### src/rtl/switch_debounce_pkg.sv
// Shared constants and helpers for the switch debouncer.
// Keeps counter sizing in one place for every switch instance.
package switch_debounce_pkg;

    function automatic int cnt_width(input int limit);
        if (limit < 1)
            return 1;
        return (limit == 1) ? 1 : $clog2(limit + 1);
    endfunction

endpackage

### src/rtl/sync_2ff.sv
// Two-flop synchronizer for one asynchronous pad bit.
// Reusable for every switch input on the board.
module sync_2ff #(
    parameter logic RESET_VAL = 1'b0
) (
    input  logic clk,
    input  logic rst_n,
    input  logic d,
    output logic q
);

    logic s1;

    always_ff @(posedge clk or negedge rst_n) begin
        if (!rst_n) begin
            s1 <= RESET_VAL;
            q  <= RESET_VAL;
        end else begin
            s1 <= d;
            q  <= s1;
        end
    end

endmodule

### src/rtl/switch_debounce.sv
// Debounces one push-button: synchronized, counted, registered level
// plus single-cycle rise/fall strobes.
module switch_debounce
    import switch_debounce_pkg::*;
#(
    parameter int   DEBOUNCE_LIMIT = 250000,
    parameter logic RESET_LEVEL    = 1'b0
) (
    input  logic i_Clk,
    input  logic i_Rst_L,
    input  logic i_Switch,
    output logic o_Switch,
    output logic o_Rise,
    output logic o_Fall
);

    localparam int CW = cnt_width(DEBOUNCE_LIMIT);
    localparam logic [CW-1:0] LAST = CW'(DEBOUNCE_LIMIT - 1);

    if (DEBOUNCE_LIMIT < 1) begin : g_bad_limit
        $error("switch_debounce: DEBOUNCE_LIMIT must be >= 1");
    end

    logic          s2;
    logic [CW-1:0] cnt;

    sync_2ff #(
        .RESET_VAL(RESET_LEVEL)
    ) u_sync (
        .clk  (i_Clk),
        .rst_n(i_Rst_L),
        .d    (i_Switch),
        .q    (s2)
    );

    // Any return to the current level restarts the count.
    always_ff @(posedge i_Clk or negedge i_Rst_L) begin
        if (!i_Rst_L) begin
            o_Switch <= RESET_LEVEL;
            o_Rise   <= 1'b0;
            o_Fall   <= 1'b0;
            cnt      <= '0;
        end else begin
            o_Rise <= 1'b0;
            o_Fall <= 1'b0;
            unique case (1'b1)
                (s2 == o_Switch): begin
                    cnt <= '0;
                end
                (s2 != o_Switch && cnt == LAST): begin
                    o_Switch <= s2;
                    o_Rise   <= s2;
                    o_Fall   <= !s2;
                    cnt      <= '0;
                end
                default: begin
                    cnt <= cnt + CW'(1);
                end
            endcase
        end
    end

endmodule

### config.mk
export PLATFORM = sky130hd
export DESIGN_NAME = switch_debounce
export DESIGN_NICKNAME = d
export VERILOG_FILES = /design/src/rtl/switch_debounce_pkg.sv /design/src/rtl/sync_2ff.sv /design/src/rtl/switch_debounce.sv
export SDC_FILE = /design/constraint.sdc
export NUM_CORES = 1
export LEC_CHECK = 0
export CORE_MARGIN = 8
export CORE_UTILIZATION = 50
export DETAILED_ROUTE_END_ITERATION = 10
export PLACE_DENSITY_LB_ADDON = 0.15
export SLEW_MARGIN = 5
export SYNTH_ARGS = -nofsm -noshare
export SYNTH_HDL_FRONTEND = slang
export SYNTH_SLANG_ARGS = --single-unit
### constraint.sdc
create_clock -name i_Clk -period 2.2 [get_ports i_Clk]
set_clock_uncertainty 0.1 [all_clocks]
set_input_delay 0.44 -clock i_Clk [delete_from_list [all_inputs] [get_ports i_Clk]]
set_output_delay 0.44 -clock i_Clk [all_outputs]
set_load 0.05 [all_outputs]
-- Word level (Yosys, flattened, before mapping)
Cells that the tools add are included.
- bits in registers: 23
- word-level logic and storage cells: 16
- add/subtract/negate cells: 1
- equality and inequality tests: 3
- mux-type cells: 3
- reductions and logical operators: 3
- operator list (kind ; number):
    18-bit by 1-bit adder with 18-bit output (second input constant) ; 1
    18-bit equality test (second input constant) ; 1
    18-bit two-way mux ; 1
    1-bit two-way mux ; 2
    2-bit OR reduction ; 1
    1-bit equality test ; 1
    1-bit logical AND ; 1
    1-bit logical NOT ; 1
    1-bit inequality test ; 1

-- Depth between registers and ports, before layout
Gate-level depths: netlist of run 1.
- depth after elaboration: 4
- mapped depth: 5

-- By module
From an unflattened synthesis of run 1, not the netlist that was laid out.
- cell total of the unflattened synthesis: 102
- area, all modules: 1077.3 um^2
- modules (own cells, without submodules) (module ; instances ; cells an instance ; area an instance (um^2) ; seq. area each (um^2)):
    switch_debounce ; 1 ; 100 ; 1027.2 ; 525.5
    sync_2ff ; 1 ; 2 ; 50.0 ; 50.0

-- Worst setup path before layout of run 1
No wires, ideal clock.
- path kind: reg-to-reg
- from: reg cnt[11]
- to: reg cnt[10]
- library setup time: 0.122 ns
- data arrival time: 1.762 ns
- data required time: 1.978 ns
- slack: 0.217 ns
- stages on the path, launching flop included: 5
- buffers on the path: 1
- path through: dfrtp_1 > or4b_1 > o41ai_2 > buf_2 > nor2_1
- cells in the longest elaborated chain, start to end: 4
- ends and longest elaborated chain (element ; RTL line ; text):
    start, declared ; switch_debounce.sv:25 ; logic [CW-1:0] cnt;
    start signal, assigned ; switch_debounce.sv:57 ; cnt <= cnt + CW'(1);
    18-bit equality test ; switch_debounce.sv:50 ; (s2 != o_Switch && cnt == LAST): begin
    1-bit logical AND ; switch_debounce.sv:50 ;
    2-bit OR reduction (no line) ; -- ;
    18-bit two-way mux ; switch_debounce.sv:46 ; unique case (1'b1)
No other way between the ends.
A chain may end at the register's enable or synchronous reset.

-- Final worst setup path of run 1
- from: reg o_Switch
- to: out o_Switch
- RTL lines (element ; RTL line ; text):
    start, declared ; switch_debounce.sv:12 ; output logic o_Switch,
    start signal, assigned ; switch_debounce.sv:39 ; o_Switch <= RESET_LEVEL;
    start signal, assigned ; switch_debounce.sv:51 ; o_Switch <= s2;
No word-level cell between the ends.

==> run metrics, run 1 <==
R2R cell count=4; Final period util=0.961; CP Max Fanout=5; Ys Warns=0; # fillers=195; hold path start=u_sync.s1$_DFF_PN0_; area of the core=2130 sq um; global-route usage over all layers=0.101; CP peak stage delay=0.83 ns; Ant. Diodes=0; drt drc=0; I/O pins=6; clock tree buffer depth=2; Top delay family on crit path=buffers and inverters; Max-slew headroom=0.664; synth unique cells=27; CTS tree=done; Sw Ratio=0.222; cells along the critical path=clkdlybuf4s50_1; Post-synth EDFFs=0; post-route ant nets=0; share of power burned in registers=0.666; CP endpoint kind=output port; final hold vios=0; most common library cells after synthesis=dfrtp_1 (23), nor2_1 (14), xor2_1 (7); CTS buffer count=3; first drt pass iteration count=6; Die Y-Extent=62.4 um; Yosys top cell area share=0.534; IO Port Bufs=5; hold slack=0.262 ns; Layout Nets=118; P_int=509 uW; Comb power frac=0.042; Max H-tree Level=1; # rows=17; share of cells above drive strength 1=0.115; Sw Pwr=145 uW; Pwr Total=654 uW; RSZ-0062 raised after global routing=false; Worst-Margin Slew=0.502 ns; Initial Utilization=0.506; Vias per Instance=5.66; CP arrival=1.57 ns; synthesized cell area=1080 sq um; area delta synth->final=12.5%; register area share after synthesis=0.534; worst r2r src=cnt[8]$_DFF_PN0_; GRT overflow=0; flops & latches, synth=23; post-DP HPWL=1320 um; DR iter-0 viols=22; Synth Instances=102; post-cts repair resize count=0; slowest stage cell, crit path=clkdlybuf4s50_1; fmax=473 MHz; detailed-route via count=798; Worst R2R Setup Slack=0.15 ns; worst setup path startpoint=o_Switch$_DFFE_PN0P_; critical path class=reg2out; Clk Latency, worst-skew pair=0.30 ns; first-pass GRT wire length=3290 um; net count after synthesis=106; Clock Power Share=0.293; Synth area leaders=dfrtp_1 (53%), xor2_1 (5.7%), nor2_1 (4.9%); ys async rst share=1.00; outcome=finished clean; Avg Cell Area, Syn=10.6 sq um; Post CTS Setup Buffer Count=0; die width=62.4 um; area leader, netlist=dfrtp_1; required time worst endpoint=1.66 ns; Max Cap Viol=0; RePlAce Congestion=0.791; Final Max Slew Viols=0; Cell Pwr Density=540 nW/um^2; Num Clock Sinks=23; Setup Viol. Count Final=0; VDD IR-drop max=0.305 mV; die area=3900 sq um; WL final=1860 um; CTS clock-pin slew for the worst setup and hold paths=0.13 ns; pin count of the biggest net entering global routing=24; hold endpoint=u_sync.q$_DFF_PN0_; hold_buf cts=0; initial antenna violation count=0; Crit path buffers/inverters=1; RR Endpoint=o_Switch$_DFFE_PN0P_; Hold Path Cell Cnt=0; CTS root buffer=clkbuf_4; Top FF cell, synth=dfrtp_1; number of global-route vias before repair=750; setup_tns=0 ns; Hold/Removal Path Class=reg2reg; DR WL/cell=13.2 um; P_leak=0.000471 uW; top-count cell post-synth=dfrtp_1; Tmin final=2.11 ns; Critical Path Source Type=flip-flop
## stage by stage
step	cells	setup slack [ns]	util	area (sq um)
2_1_floorplan	102	0.217	-	1080
3_5_place_dp	137	0.162	0.556	1180
6_report	141	0.0858	0.570	1210
5_1_grt	141	0.0365	0.570	1210
3_3_place_gp	137	0.122	0.556	1180
4_1_cts	141	0.0742	0.570	1210
## worst max path at each step
stage / to / slack, ns / cells after the start
6_report: o_Switch / 0.09 / 1
5_1_grt: o_Switch / 0.04 / 1
4_1_cts: o_Switch / 0.07 / 1
3_5_place_dp: o_Switch$_DFFE_PN0P_ / 0.16 / 4
3_3_place_gp: o_Switch$_DFFE_PN0P_ / 0.12 / 4
2_1_floorplan: cnt[10]$_DFF_PN0_ / 0.22 / 4
## power by group through the flow
stage	registers, uW	logic, uW	clock network [uW]
floorplan	442	11.8	0
global placement	443	28.5	0
detailed placement	443	27.8	0
CTS	435	28.2	199
global route	437	31.3	219
finish	435	27.3	192
## cell families after synthesis
family / count (synthesis) / share of synthesized area
simple gates: 52 / 0.271
flops: 23 / 0.534
xor+xnor: 13 / 0.106
compound gates: 9 / 0.0546
buf+inv: 3 / 0.0128
mux: 1 / 0.0105
fa+ha+maj: 1 / 0.0116
## sequential cells by signal, indices dropped and copies added, names as in the netlist
register,count
cnt,18
o_Fall,1
o_Rise,1
o_Switch,1
u_sync.q,1
u_sync.s1,1
## cell usage in the layout (no fill, tap or decap), types with 4 or more instances in the layout
master            n
dfrtp_1          23
nor2_1           14
xor2_1            7
nand4_1           6
nand3_1           6
xnor2_1           6
nand2_1           5
or4_1             5
clkdlybuf4s50_1   5
a21oi_1           4
buf_4             4
## routing by layer
layer,vias up,global-route usage,wire length (um)
met5,-,0,0
met4,0,0.0513,0
met1,392,0.121,902
met3,0,0.0215,32
li1,395,-,-
met2,11,0.167,925
## cell type report
cell class | instances | area (sq um) | area share
clock buffers | 3 | 22.5 | 0.0186
clock inverters | 1 | 7.51 | 0.00619
multi-input cells | 76 | 488 | 0.402
well taps | 28 | 35.0 | 0.0289
inverters | 1 | 3.75 | 0.00310
repair buffers | 9 | 80.1 | 0.0660
flip-flops and latches | 23 | 576 | 0.475
Note: power is estimated with default switching activity, not from simulation.
==> run 2: changes to the inputs <==
--- a/config.mk
+++ b/config.mk
@@ -5,6 +5,7 @@
 export SDC_FILE = /design/constraint.sdc
 export NUM_CORES = 1
 export LEC_CHECK = 0
+export ABC_CLOCK_PERIOD_IN_PS = 2200
 export CORE_MARGIN = 8
 export CORE_UTILIZATION = 50
 export DETAILED_ROUTE_END_ITERATION = 10
==> results of run 2 <==
No change in the layout: final DEF, timing and power equal those of run 1.
==> RTL edit 1 (flow settings as in run 1) <==
Add an input register stage for `i_Switch`, cleared by the reset; this delays it by one clock.
--- a/src/rtl/switch_debounce.sv
+++ b/src/rtl/switch_debounce.sv
@@ -17,6 +17,16 @@
     localparam int CW = cnt_width(DEBOUNCE_LIMIT);
     localparam logic [CW-1:0] LAST = CW'(DEBOUNCE_LIMIT - 1);
 
+    logic i_Switch_q;
+
+    always_ff @(posedge i_Clk or negedge i_Rst_L) begin
+        if (!i_Rst_L) begin
+            i_Switch_q <= '0;
+        end else begin
+            i_Switch_q <= i_Switch;
+        end
+    end
+
     if (DEBOUNCE_LIMIT < 1) begin : g_bad_limit
         $error("switch_debounce: DEBOUNCE_LIMIT must be >= 1");
     end
@@ -29,7 +39,7 @@
     ) u_sync (
         .clk  (i_Clk),
         .rst_n(i_Rst_L),
-        .d    (i_Switch),
+        .d    (i_Switch_q),
         .q    (s2)
     );
 
Behaviour: no difference found for any inputs over 10 cycles, from zero or initial values and one cycle with i_Rst_L low; that may be too few to reach the edited logic, so the function may still have changed.
==> RTL edit 1 against run 1 <==
  * Synthesized area grew 2.3%
  * Clock power grew 18%
  * Worst setup slack gained 0.0086 ns
  * Power grew 8.8%
  * Sequential share of layout area grew 0.53 points
  * Final area grew 3.2%
  * Global-route usage grew 0.86 points
  * Routed wire length grew 10%
  * First-iteration DRC count shrank 9.1%
  * Register-to-register slack lost 0.04 ns
  * Core utilization grew 1.2 points
  * Sequential cell count grew 1
  * Largest power group unchanged
==> RTL edit 1: results (changes against run 1) <==
global_routing:
  grt_max_degree: 25  # was 24
  met1_usage_pct: 12.2  # was 12.1%
  grtUsageMet3_pct: 3.23  # was 2.15%
  grt_pass1_wl_um: 3570  # was 3290 um
  grt_use_met2_pct: 18.3  # was 16.7%
  grtUsageTotal_pct: 11.0  # was 10.1%
logic_synthesis:
  synth.area.top_cells: "dfrtp_1 54%, xor2_1 5.6%, nor2_1 4.8%"  # was dfrtp_1 53%, xor2_1 5.7%, nor2_1 4.9%
  ys_seq_area_share_pct: 54.5  # was 53.4%
place:
  pre_cts_ws_ns: 0.130  # was 0.162 ns
  dp_hpwl_um: 1470  # was 1320 um
  routabilityCongestion: 0.755  # was 0.791
timing:
  worstMarginPinSlew_ns: 0.506  # was 0.502 ns
  final_min_period_over_clock_period_pct: 95.7  # was 96.1%
routing:
  wl_met2_um: 1020  # was 925 um
  top_layer: "met4"  # was met3
  wl_met3_um: 94  # was 32 um
  routed-via-count: 838  # was 798
  wl_per_cell_um: 14.3  # was 13.2 um
  dr.pass1.iters: 4  # was 6
  m1WireLength_um: 904  # was 902 um
  drt-initial-drc-count: 20  # was 22
setup_path:
  reg2reg_slack_ns: 0.11  # was 0.15 ns
power:
  leakagePower_uw: 0.000494  # was 0.000471 uW
  pwr.group.sequential_uw: 455  # was 435 uW
  p_int_uw: 562  # was 509 uW
  comb-power_uw: 30.2  # was 27.3 uW
  ir_worst_vdd_v: 0.000365  # was 0.000305 V
final_layout:
  drive_gt1_share_pct: 12.2  # was 11.5%
run_status:
  outcome: "finished, final reports clean"  # unchanged
worst_hold_path:
  hold_start: "i_Switch_q$_DFF_PN0_"  # was u_sync.s1$_DFF_PN0_
  holdPathEnd: "u_sync.s1$_DFF_PN0_"  # was u_sync.q$_DFF_PN0_
## RTL edit 1: cell types whose count changed after synthesis
cell            run 1  this run
dfrtp_1            23        24
## RTL edit 1: area by class of cell
cell class | count | area (um^2)
fill | 186 | 897
sequential | 24 | 601
multi-input combinational | 76 | 488
timing repair buffer | 10 | 87.6
clock buffer | 4 | 36.3
tap | 28 | 35.0
inverter | 1 | 3.75
## RTL edit 1: kinds of logic (layout without fill, tap and decap cells)
kind of cell / count (synthesis) / after routing / share of synthesized area, %
simple gates: 52 / 52 / 26.4
flops: 24 / 24 / 54.5
xor+xnor: 13 / 13 / 10.3
compound gates: 9 / 9 / 5.34
buf+inv: 3 / 15 / 1.25
fa+ha+maj: 1 / 1 / 1.13
mux: 1 / 1 / 1.02
## RTL edit 1: per-stage QoR
stage | area (um^2) | instances | util, %
floorplan | 1100 | 103 | -
global placement | 1210 | 139 | 56.6
finish | 1250 | 143 | 58.2
CTS | 1250 | 143 | 58.2
global route | 1250 | 143 | 58.2
detailed placement | 1210 | 139 | 56.6
==> RTL edit 2 (settings of run 1) <==
Without the edit above. The parameter `RESET_LEVEL` goes from 1'b0 to 1'b1.
--- a/src/rtl/switch_debounce.sv
+++ b/src/rtl/switch_debounce.sv
@@ -4,7 +4,7 @@
     import switch_debounce_pkg::*;
 #(
     parameter int   DEBOUNCE_LIMIT = 250000,
-    parameter logic RESET_LEVEL    = 1'b0
+    parameter logic RESET_LEVEL    = 1'b1
 ) (
     input  logic i_Clk,
     input  logic i_Rst_L,
Formal check against the unedited RTL: not equivalent (Yosys sat finds a counterexample within 4 cycles, from zero or initial values and one cycle with i_Rst_L low).
==> RTL edit 2 against run 1 <==
  * Final area down 0.10%
  * Synthesized cell count unchanged
  * Critical endpoint is now o_Switch$_DFFE_PN1P_
  * Sequential share of layout area up 0.36 points
  * Critical path type is now flip-flop to flip-flop
  * Routed wire length up 1.7%
  * Sequential cell count unchanged
  * First-iteration DRC count down 36%
  * Power up 0.35%
  * Core utilization down 0.059 points
  * Synthesized area up 0.35%
  * Highest routed layer is now met4
  * Worst setup slack better by 0.069 ns
  * Via count down 0.50%
==> RTL edit 2: results (changes against run 1) <==
place:
  port_buffers: 5  # unchanged
  dpl-instance-area_um2: 1180  # about the same
  pre_cts_ws_ns: 0.168  # was 0.162 ns
  dp_hpwl_um: 1370  # was 1320 um
  routabilityCongestion: 0.798  # was 0.791
final_layout:
  fillCellCount: 182  # was 195
  drive_gt1_share_pct: 15.0  # was 11.5%
  largest_reg_flops: 18  # unchanged
  antenna_cells: 0  # unchanged
worst_hold_path:
  hold_start: "u_sync.s1$_DFF_PN1_"  # was u_sync.s1$_DFF_PN0_
  hold_path_class: "flip-flop to flip-flop"  # unchanged
setup_path:
  reg2reg_from: "cnt[8]$_DFF_PN0_"  # unchanged
  crit_arrival_ns: 2.20  # was 1.57 ns
  critPathKind: "flip-flop to flip-flop"  # was flip-flop to primary output
  path_max_fanout: 6  # was 5
global_routing:
  grt_max_degree: 24  # unchanged
  grt_pass1_vias: 778  # was 750
  antenna_found_initial: 0  # unchanged
  grtUsageTotal_pct: 10.5  # was 10.1%
  grt_pass1_wl_um: 3390  # was 3290 um
routing:
  dr.pass1.iters: 4  # was 6
  drt-initial-drc-count: 14  # was 22
  via_per_inst: 5.63  # was 5.66
  wirelength_um: 1890  # was 1860 um
clock_network:
  cts_setup_buffers: 0  # unchanged
  cts_root_buf: "clkbuf_4"  # unchanged
  cts_resized: 0  # unchanged
  clockBufferDepth: 2  # unchanged
  insertion_delay_ns: 0.31
  h-tree-depth: 1  # unchanged
  cts_made_buffers: 3  # unchanged
logic_synthesis:
  synth.area.top_cells: "dfrtp_1 46%, dfstp_2 7.3%, xor2_1 5.7%"  # was dfrtp_1 53%, xor2_1 5.7%, nor2_1 4.9%
  yosys_warnings: 0  # unchanged
  async_reset_ff_share_pct: 100  # unchanged
  synth_nets: 106  # unchanged
  ys_seq_area_share_pct: 53.6  # was 53.4%
  synthFlopType: "dfrtp_1"  # unchanged
  ys_types: 28  # was 27
  synth_commonest_cells: "20 x dfrtp_1, 14 x nor2_1, 7 x xor2_1"  # was 23 x dfrtp_1, 14 x nor2_1, 7 x xor2_1
run_status:
  outcome: "finished, final reports clean"  # unchanged
power:
  leakagePower_uw: 0.000471  # about the same
  p_per_area_nw_per_um2: 542  # was 540 nW/um^2
  ir_worst_vdd_v: 0.000299  # was 0.000305 V
timing:
  worstMarginPinSlew_ns: 0.494  # was 0.502 ns
## RTL edit 2: cell count changes after synthesis
cell / delta
dfrtp_1: -3
dfstp_2: +3
## RTL edit 2: worst paths after layout
| path | endpoint | slack, ns | depth (start not counted) |
|---|---|---|---|
| max in group asynchronous | u_sync.s1$_DFF_PN1_ | 1.36 | 2 |
| max | o_Switch$_DFFE_PN1P_ | 0.15 | 4 |
| max reg2reg | o_Switch$_DFFE_PN1P_ | 0.15 | 4 |
| min reg2reg | u_sync.q$_DFF_PN1_ | 0.27 | 0 |
| min in group asynchronous | o_Fall$_DFF_PN0_ | 0.37 | 2 |
| min | u_sync.q$_DFF_PN1_ | 0.27 | 0 |
## RTL edit 2: cell type report
type,count,share of cell area [%]
flip-flops and latches,23,47.8
multi-input cells,76,40.3
repair buffers,9,6.40
well taps,28,2.89
clock buffers,3,1.86
clock inverters,1,0.413
inverters,1,0.310
## RTL edit 2: through the flow
step,instances,hold slack [ns]
floorplan,102,0.0444
global placement,137,0.246
detailed placement,137,0.252
CTS,141,0.270
global route,141,0.275
finish,141,0.268
## RTL edit 2: power by group
group | internal, uW | switching [uW]
combinational | 11.0 | 16.5
sequential | 431 | 6.62
clock | 68.0 | 124
total | 510 | 147
## RTL edit 2: kinds of logic (layout without fill, tap and decap cells)
group | Yosys count | in the layout | synth area share (%)
multiplexers | 1 | 1 | 1.04
adder cells (fa/ha/maj) | 1 | 1 | 1.16
AO/OA/AOI/OAI | 9 | 9 | 5.44
AND/OR/NAND/NOR | 52 | 52 | 27.0
flip-flops | 23 | 23 | 53.6
buffers and inverters | 3 | 14 | 1.27
XOR/XNOR | 13 | 13 | 10.5
## RTL edit 2: layer usage
layer	vias to the layer above	part of all wire, %	global-route usage (%)
met2	10	47	16.3
met3	4	3.0	3.58
met1	382	48	11.9
met5	-	0	0
met4	0	2.0	7.12
li1	398	-	-
## RTL edit 2: critical path: stages, from the launching register on
cell and delay, ns:
dfrtp_1 0.46, nor4_1 0.36, nand3_1 0.15, or4_1 0.61, mux2_2 0.30
